==> src/rtl/memory_stage_pkg.sv <==
// Shared definitions for the memory pipeline stage: writeback-source codes,
// the bubble instruction, FSM state encoding and the captured-instruction bundle.
package memory_stage_pkg;

  localparam logic [15:0] NOP_INSTR = 16'h0800;

  localparam logic [2:0] WB_ALU = 3'd0;
  localparam logic [2:0] WB_MEM = 3'd1;
  localparam logic [2:0] WB_PC  = 3'd2;
  localparam logic [2:0] WB_SET = 3'd3;

  typedef enum logic {
    ST_IDLE = 1'b0,
    ST_WAIT = 1'b1
  } state_e;

  // Everything the stage needs to finish an instruction after execute has moved on.
  typedef struct packed {
    logic [15:0] instr;
    logic [15:0] next_pc;
    logic [15:0] alu_out;
    logic [15:0] reg2_data;
    logic [15:0] set_val;
    logic        mem_wrt;
    logic        reg_wrt;
    logic [2:0]  wb_src;
    logic [2:0]  write_reg;
    logic        halt;
    logic        err_in;
  } stage_op_t;

  function automatic logic is_illegal_src(input logic [2:0] src);
    return src > WB_SET;
  endfunction

endpackage

==> src/rtl/memory_stage_if.sv <==
// Data-memory request/acknowledge bus. The stage is the master; the memory
// (or its model) is the slave and may acknowledge in the request cycle.
interface memory_stage_if;
  logic        memReq;
  logic        memWr;
  logic [15:0] memAddr;
  logic [15:0] memWData;
  logic [15:0] memRData;
  logic        memAck;

  modport master (
    output memReq, memWr, memAddr, memWData,
    input  memRData, memAck
  );

  modport slave (
    input  memReq, memWr, memAddr, memWData,
    output memRData, memAck
  );
endinterface

==> src/rtl/dffEn.sv <==
// Enabled register with asynchronous active-low reset to a parameterised value.
module dffEn #(
  parameter int                 WIDTH   = 1,
  parameter logic [WIDTH-1:0]   RST_VAL = '0
) (
  input  logic             clk,
  input  logic             rst,
  input  logic             i_en,
  input  logic [WIDTH-1:0] i_d,
  output logic [WIDTH-1:0] o_q
);

  // NOTE: non-blocking assignment so every flop samples pre-edge values,
  // independent of the order in which always blocks are evaluated.
  always_ff @(posedge clk or negedge rst) begin
    if (!rst)      o_q <= RST_VAL;
    else if (i_en) o_q <= i_d;
  end

endmodule

==> src/rtl/mem_req_fsm.sv <==
// Request controller for the memory stage: IDLE/WAIT sequencing, wait-cycle
// timeout, upstream stall, holding-register capture and post-halt lockout.
module mem_req_fsm
  import memory_stage_pkg::*;
#(
  parameter int MAX_WAIT = 8
) (
  input  logic clk,
  input  logic rst,
  input  logic i_mem_en,
  input  logic i_ack,
  input  logic i_halt,
  output logic o_req,
  output logic o_stall,
  output logic o_capture,
  output logic o_complete,
  output logic o_timeout,
  output logic o_in_wait
);

  localparam logic [7:0] LP_LAST_WAIT = 8'(MAX_WAIT - 1);

  state_e     r_state, w_next_state;
  logic [7:0] r_wait_cnt, w_wait_cnt_next;
  logic       r_halted, w_halted_next;
  logic       w_last_wait;

  assign w_last_wait = (r_wait_cnt == LP_LAST_WAIT);

  always_ff @(posedge clk or negedge rst) begin
    if (!rst) begin
      r_state    <= ST_IDLE;
      r_wait_cnt <= '0;
      r_halted   <= 1'b0;
    end else begin
      r_state    <= w_next_state;
      r_wait_cnt <= w_wait_cnt_next;
      r_halted   <= w_halted_next;
    end
  end

  // Once a halting instruction retires, later memory instructions are dropped.
  always_comb begin
    w_next_state    = r_state;
    w_wait_cnt_next = '0;
    w_halted_next   = r_halted | (o_complete & i_halt);
    case (r_state)
      ST_IDLE: begin
        if (i_mem_en && !r_halted && !i_ack) w_next_state = ST_WAIT;
      end
      ST_WAIT: begin
        if (i_ack || w_last_wait) w_next_state = ST_IDLE;
        else                      w_wait_cnt_next = r_wait_cnt + 8'd1;
      end
      default: w_next_state = ST_IDLE;
    endcase
  end

  // NOTE: every output gets a default before the case so no path leaves one
  // unassigned, which would otherwise infer a latch.
  always_comb begin
    o_req      = 1'b0;
    o_stall    = 1'b0;
    o_capture  = 1'b0;
    o_complete = 1'b0;
    o_timeout  = 1'b0;
    o_in_wait  = (r_state == ST_WAIT);
    case (r_state)
      ST_IDLE: begin
        if (!i_mem_en) begin
          o_complete = 1'b1;
        end else if (!r_halted) begin
          o_req      = 1'b1;
          o_capture  = 1'b1;
          o_complete = i_ack;
          o_stall    = !i_ack;
        end
      end
      ST_WAIT: begin
        o_req = 1'b1;
        if (i_ack) begin
          o_complete = 1'b1;
        end else if (w_last_wait) begin
          o_complete = 1'b1;
          o_timeout  = 1'b1;
        end else begin
          o_stall = 1'b1;
        end
      end
      default: ;
    endcase
    // Request and stall are combinational from live inputs; reset must kill
    // them immediately rather than waiting for the state flop to settle.
    if (!rst) begin
      o_req   = 1'b0;
      o_stall = 1'b0;
    end
  end

endmodule

==> src/rtl/memory_stage.sv <==
// MEM stage: drives the data-memory bus, holds the instruction across a
// variable-latency access, selects the writeback value and registers MEM/WB.
module memory_stage
  import memory_stage_pkg::*;
#(
  parameter int MAX_WAIT = 8
) (
  input  logic                 clk,
  input  logic                 rst,
  input  logic [15:0]          instr,
  input  logic [15:0]          nextPc,
  input  logic [15:0]          aluOut,
  input  logic [15:0]          reg2Data,
  input  logic [15:0]          setVal,
  input  logic                 memEn,
  input  logic                 memWrt,
  input  logic                 regWrt,
  input  logic [2:0]           regWrtSrc,
  input  logic [2:0]           writeReg,
  input  logic                 halt,
  input  logic                 errIn,
  memory_stage_if.master       mem,
  output logic                 stallOut,
  output logic [15:0]          instrOut,
  output logic [15:0]          wrtData,
  output logic                 regWrtOut,
  output logic [2:0]           writeRegOut,
  output logic                 haltOut,
  output logic                 errOut
);

  stage_op_t   w_live;
  stage_op_t   r_hold;
  stage_op_t   w_src;
  logic        w_req, w_capture, w_complete, w_timeout, w_in_wait;
  logic        w_illegal;
  logic [15:0] w_wb_data;
  logic [15:0] w_instr_d;
  logic [2:0]  w_flags_d, w_flags_q;
  logic [18:0] w_wb_q;

  always_comb begin
    w_live.instr     = instr;
    w_live.next_pc   = nextPc;
    w_live.alu_out   = aluOut;
    w_live.reg2_data = reg2Data;
    w_live.set_val   = setVal;
    w_live.mem_wrt   = memWrt;
    w_live.reg_wrt   = regWrt;
    w_live.wb_src    = regWrtSrc;
    w_live.write_reg = writeReg;
    w_live.halt      = halt;
    w_live.err_in    = errIn;
  end

  // During WAIT execute has zeroed its outputs, so everything comes from the holding regs.
  assign w_src = w_in_wait ? r_hold : w_live;

  mem_req_fsm #(.MAX_WAIT(MAX_WAIT)) u_fsm (
    .clk        (clk),
    .rst        (rst),
    .i_mem_en   (memEn),
    .i_ack      (mem.memAck),
    .i_halt     (w_src.halt),
    .o_req      (w_req),
    .o_stall    (stallOut),
    .o_capture  (w_capture),
    .o_complete (w_complete),
    .o_timeout  (w_timeout),
    .o_in_wait  (w_in_wait)
  );

  dffEn #(.WIDTH($bits(stage_op_t))) u_hold (
    .clk  (clk),
    .rst  (rst),
    .i_en (w_capture),
    .i_d  (w_live),
    .o_q  (r_hold)
  );

  assign mem.memReq   = w_req;
  assign mem.memWr    = w_src.mem_wrt;
  assign mem.memAddr  = w_src.alu_out;
  assign mem.memWData = w_src.reg2_data;

  assign w_illegal = w_src.reg_wrt & is_illegal_src(w_src.wb_src);

  // Illegal sources fall into the default arm, giving the required zero.
  always_comb begin
    w_wb_data = '0;
    case (w_src.wb_src)
      WB_ALU:  w_wb_data = w_src.alu_out;
      WB_MEM:  w_wb_data = mem.memRData;
      WB_PC:   w_wb_data = w_src.next_pc;
      WB_SET:  w_wb_data = w_src.set_val;
      default: w_wb_data = '0;
    endcase
  end

  // Non-completing cycles load a bubble into the control outputs.
  assign w_instr_d = w_complete ? w_src.instr : NOP_INSTR;
  assign w_flags_d = {w_complete & w_src.reg_wrt & ~w_illegal & ~w_timeout,
                      w_complete & w_src.halt,
                      w_complete & (w_src.err_in | w_illegal | w_timeout)};

  dffEn #(.WIDTH(16), .RST_VAL(NOP_INSTR)) u_instr_out (
    .clk  (clk),
    .rst  (rst),
    .i_en (1'b1),
    .i_d  (w_instr_d),
    .o_q  (instrOut)
  );

  dffEn #(.WIDTH(3)) u_flags_out (
    .clk  (clk),
    .rst  (rst),
    .i_en (1'b1),
    .i_d  (w_flags_d),
    .o_q  (w_flags_q)
  );

  dffEn #(.WIDTH(19)) u_wb_out (
    .clk  (clk),
    .rst  (rst),
    .i_en (w_complete),
    .i_d  ({w_wb_data, w_src.write_reg}),
    .o_q  (w_wb_q)
  );

  assign regWrtOut   = w_flags_q[2];
  assign haltOut     = w_flags_q[1];
  assign errOut      = w_flags_q[0];
  assign wrtData     = w_wb_q[18:3];
  assign writeRegOut = w_wb_q[2:0];

endmodule
==> src/flat_wrapper.sv <==
// flat-port wrapper written by rule: the top's interface ports become plain ports
module memory_stage_flat import memory_stage_pkg::*;
#(
  parameter int MAX_WAIT = 8
)
  (clk, rst, instr, nextPc, aluOut, reg2Data, setVal, memEn, memWrt, regWrt, regWrtSrc, writeReg, halt, errIn, stallOut, instrOut, wrtData, regWrtOut, writeRegOut, haltOut, errOut, mem_memReq, mem_memWr, mem_memAddr, mem_memWData, mem_memRData, mem_memAck);
  memory_stage_if mem_i ();
  input  logic clk;
  input  logic rst;
  input  logic [15:0] instr;
  input  logic [15:0] nextPc;
  input  logic [15:0] aluOut;
  input  logic [15:0] reg2Data;
  input  logic [15:0] setVal;
  input  logic memEn;
  input  logic memWrt;
  input  logic regWrt;
  input  logic [2:0] regWrtSrc;
  input  logic [2:0] writeReg;
  input  logic halt;
  input  logic errIn;
  output logic stallOut;
  output logic [15:0] instrOut;
  output logic [15:0] wrtData;
  output logic regWrtOut;
  output logic [2:0] writeRegOut;
  output logic haltOut;
  output logic errOut;
  output wire logic [$bits(mem_i.memReq)-1:0] mem_memReq;
  output wire logic [$bits(mem_i.memWr)-1:0] mem_memWr;
  output wire logic [$bits(mem_i.memAddr)-1:0] mem_memAddr;
  output wire logic [$bits(mem_i.memWData)-1:0] mem_memWData;
  input wire logic [$bits(mem_i.memRData)-1:0] mem_memRData;
  input wire logic [$bits(mem_i.memAck)-1:0] mem_memAck;
  assign mem_memReq = mem_i.memReq;
  assign mem_memWr = mem_i.memWr;
  assign mem_memAddr = mem_i.memAddr;
  assign mem_memWData = mem_i.memWData;
  assign mem_i.memRData = mem_memRData;
  assign mem_i.memAck = mem_memAck;
  memory_stage #(.MAX_WAIT(MAX_WAIT)) u_core (.clk(clk), .rst(rst), .instr(instr), .nextPc(nextPc), .aluOut(aluOut), .reg2Data(reg2Data), .setVal(setVal), .memEn(memEn), .memWrt(memWrt), .regWrt(regWrt), .regWrtSrc(regWrtSrc), .writeReg(writeReg), .halt(halt), .errIn(errIn), .mem(mem_i), .stallOut(stallOut), .instrOut(instrOut), .wrtData(wrtData), .regWrtOut(regWrtOut), .writeRegOut(writeRegOut), .haltOut(haltOut), .errOut(errOut));
endmodule
==> config.mk <==
export PLATFORM = sky130hd
export DESIGN_NAME = memory_stage_flat
export DESIGN_NICKNAME = d
export VERILOG_FILES = /design/src/rtl/memory_stage_pkg.sv /design/src/rtl/memory_stage_if.sv /design/src/rtl/dffEn.sv /design/src/rtl/mem_req_fsm.sv /design/src/rtl/memory_stage.sv /design/src/flat_wrapper.sv
export SDC_FILE = /design/constraint.sdc
export NUM_CORES = 1
export LEC_CHECK = 0
export BUFFER_PORTS_ARGS = -buffer_cell sky130_fd_sc_hd__buf_4
export CAP_MARGIN = 15
export CELL_PAD_IN_SITES_DETAIL_PLACEMENT = 0
export CELL_PAD_IN_SITES_GLOBAL_PLACEMENT = 1
export CORE_MARGIN = 1.5
export CORE_UTILIZATION = 35
export CTS_BUF_LIST = sky130_fd_sc_hd__clkbuf_16
export DETAILED_ROUTE_END_ITERATION = 10
export PLACE_DENSITY_LB_ADDON = 0.1
export SETUP_SLACK_MARGIN = 0.1
export SYNTH_ARGS = -nofsm -noshare
export SYNTH_HDL_FRONTEND = slang
export SYNTH_SLANG_ARGS = --single-unit
==> constraint.sdc <==
create_clock -name clk -period 2 [get_ports clk]
set_input_delay 0.6 -clock clk [delete_from_list [all_inputs] [get_ports clk]]
set_output_delay 0.6 -clock clk [all_outputs]
set_load 0.01 [all_outputs]
==> flow_summary.ini <==
[outcome]
status = complete, but fails checks
violations = setup timing

[layout]
fillCellCount = 1672
antenna_cells = 0
areaGrowthSynthToFinish_pct = 49.0
final_cell_area_sq_mm = 0.0101
layout-drive-gt1-share_pct = 61.5
finish.utilization_pct = 53.4
finish.net_count = 874

[critical_path]
ff2ff_setup_slack_ns = -0.42
reg2reg_depth = 13
max_stage_delay_ns = 0.56
critPathKind = reg -> out
slowest_stage = or4_4
worstReg2RegEnd = u_core.u_instr_out.o_q[11]
critPathLaunchType = register
arrival_ns = 1.85
crit_required_ns = 1.40
cp-end-kind = output port
r2r-start = u_core.u_fsm.r_wait_cnt[7]
setup.worst_path.start = u_core.u_fsm.r_wait_cnt[7]
endpoint = stallOut
path_cells = or4_4, o21ai_4, o21ai_2, and2_4, buf_6
crit_fanout = 2

[floorplan]
core_sq_mm = 0.0188
rows = 50
ios = 183
die-area_sq_mm = 0.0201
die_h_um = 142
die_width_um = 142
start_util_pct = 35.9

[logic_synthesis]
synth_top_area_share_pct = 50.8
ys_top_cells_by_area = dfrtp_1 51%, mux2_2 24%, mux2i_1 2.5%
synth_fp_nets = 637
synth_area_leader_cell = dfrtp_1
yosys_warnings = 0
ys_seq_area_share_pct = 51.2
synth_edf_count = 0
synth.ff_latch_count = 138
ys.flop_type = dfrtp_1
netlist_instances = 526
synth_area_sq_mm = 0.00675
async_reset_ff_share_pct = 100
ys_types = 44
syn_area_per_cell_sq_um = 12.8

[sta]
hold_violations = 0
finalSetupViolCount = 78
rsz0062_at_grt = yes
setup_ws_ns = -0.446
hold_ws_ns = 0.258
drv_slew = 0
fin_crit_sh_pct = 122
tightest_slew_ns = 0.619
setup_tns_ns = -20.67
post-route-min-period_ns = 2.45
skew_ns = 0.00772
max_freq_mhz = 409
relSlewSlack_pct = 58.7

[route]
dr.pass1.iters = 4
vias = 5362
via_per_inst = 5.18
wl_um = 20800
route.detailed.drc = 0
drtAntennaViolNets = 0
wl_per_cell_um = 20.1
drtIter0Drc = 199

[placement]
place_area_sq_mm = 0.00870
place_congestion = 0.803
port_buffers = 182
place_worst_setup_slack_ns = -0.0332
hpwl_um = 13400

[power]
vdd_drop_max_v = 0.000586
leakage_uw = 0.00460
powerDensity_mw_per_mm2 = 803

[clock_network]
cts_max_path_buffers = 2
hold_buffers = 0
cts_tree = done
cts-htree-levels = 4
insertion_delay_ns = 0.42
clkTransAtPathRegs_ns = 0.06
cts-root-buf = clkbuf_16
cts_sinks = 138
cts_buffers = 17

[grt]
grt_max_degree = 90
grt_pass1_vias = 5630
grt_pass1_wl_um = 31700
grt_usage_pct = 20.9
antenna_found_initial = 0
grt-ovfl-total = 0

[job]
maxCapViolations = 0

[hold_path]
worst_hold_path_type = in -> async
[logic make-up after synthesis]
group / Yosys count / share of synthesized area, %
mux: 162 / 26.9
flops: 138 / 51.2
compound gates: 109 / 12.1
simple gates: 71 / 6.13
buf+inv: 39 / 2.78
xor+xnor: 6 / 0.778
fa+ha+maj: 1 / 0.185
[layout by cell type, fill, tap and decap left out, types with 3 or more instances in the layout]
cell type and n:
dfrtp_1 136, mux2_2 125, a211oi_1 3, clkbuf_16 19, and3_1 3, nor2b_1 5
clkinv_4 4, nand3_1 5, xor2_1 5, buf_6 43, a221o_1 15, nor2_1 20
mux2_4 20, a32oi_1 13, a32o_1 16, a21oi_1 30, o21ai_2 4, inv_1 3
buf_4 190, or3b_2 15, o21ai_0 5, o21ai_1 8, nor2_2 6, o21ai_4 3
mux2i_1 17, buf_12 16
[final cells by class]
cell class                      count  area (sq um)  area share, %
Timing Repair Buffer              255          2380           23.7
Clock inverter                     14           135           1.34
Tap cell                          260           325           3.23
Multi-Input combinational cell    350          3330           33.1
Inverter                            1          3.75         0.0373
Clock buffer                       17           425           4.23
Sequential cell                   138          3460           34.4
[power breakdown]
| group | internal, uW | switching, uW |
|---|---|---|
| logic | 850 | 575 |
| clock network | 1810 | 1190 |
| registers | 3330 | 329 |
| total | 5980 | 2090 |
[flip-flops by register name, indices dropped and copies added, names as in the netlist]
| register | count |
|---|---|
| u_core.u_fsm.r_wait_cnt | 8 |
| u_core.u_fsm.o_in_wait | 1 |
| u_core.u_flags_out.o_q | 3 |
| u_core.u_fsm.r_halted | 1 |
| u_core.u_wb_out.o_q | 19 |
| u_core.u_instr_out.o_q | 16 |
| u_core.u_hold.o_q | 90 |
[critical path, delay by kind of cell, from the launching register on]
kind            cells  cell delay (ns)
compound gates      2             0.24
simple gates        2             0.70
buf+inv             1             0.11
flops               1             0.38
[per-layer routing]
layer | vias to the layer above | GRT usage (%) | routed length (um)
met4 | 0 | 7.43 | 458
met1 | 2709 | 26.9 | 8890
met3 | 25 | 5.47 | 1330
met2 | 168 | 34.0 | 10200
met5 | - | 0 | 0
li1 | 2460 | - | -
[stage by stage]
stage	cells	power, uW
after global placement	970	4950
after detailed placement	970	5030
after global routing	1035	8460
after CTS	1019	8140
after floorplan	526	4320
final	1035	8080
[worst min-delay path by stage]
stage | endpoint | slack (ns)
after floorplan | u_core.u_flags_out.o_q[0] | 0.30
after global placement | u_core.u_instr_out.o_q[11] | 0.47
after global routing | u_core.u_hold.o_q[55] | 0.29
final | u_core.u_hold.o_q[55] | 0.26
after detailed placement | u_core.u_instr_out.o_q[11] | 0.48
after CTS | u_core.u_wb_out.o_q[0] | 0.27
[repair_timing]
action / CTS / global route
setup endpoints to repair: 52 / 58
pin swaps: 30 / 5
buffers inserted: 9 / 19
resized for setup: 93 / 29
gates cloned: 9 / 1
[synth_stat cells, types with 5 or more instances]
| cell type | instances |
|---|---|
| o21ai_0 | 18 |
| dfrtp_1 | 137 |
| nor2_1 | 27 |
| a21oi_1 | 31 |
| buf_2 | 15 |
| a221o_1 | 15 |
| a32o_1 | 16 |
| nor2b_1 | 6 |
| mux2_2 | 142 |
| or3b_2 | 15 |
| xor2_1 | 5 |
| nand3_1 | 5 |
| a32oi_1 | 14 |
| clkbuf_1 | 17 |
| mux2i_1 | 17 |
(Power assumes the default switching activity.)
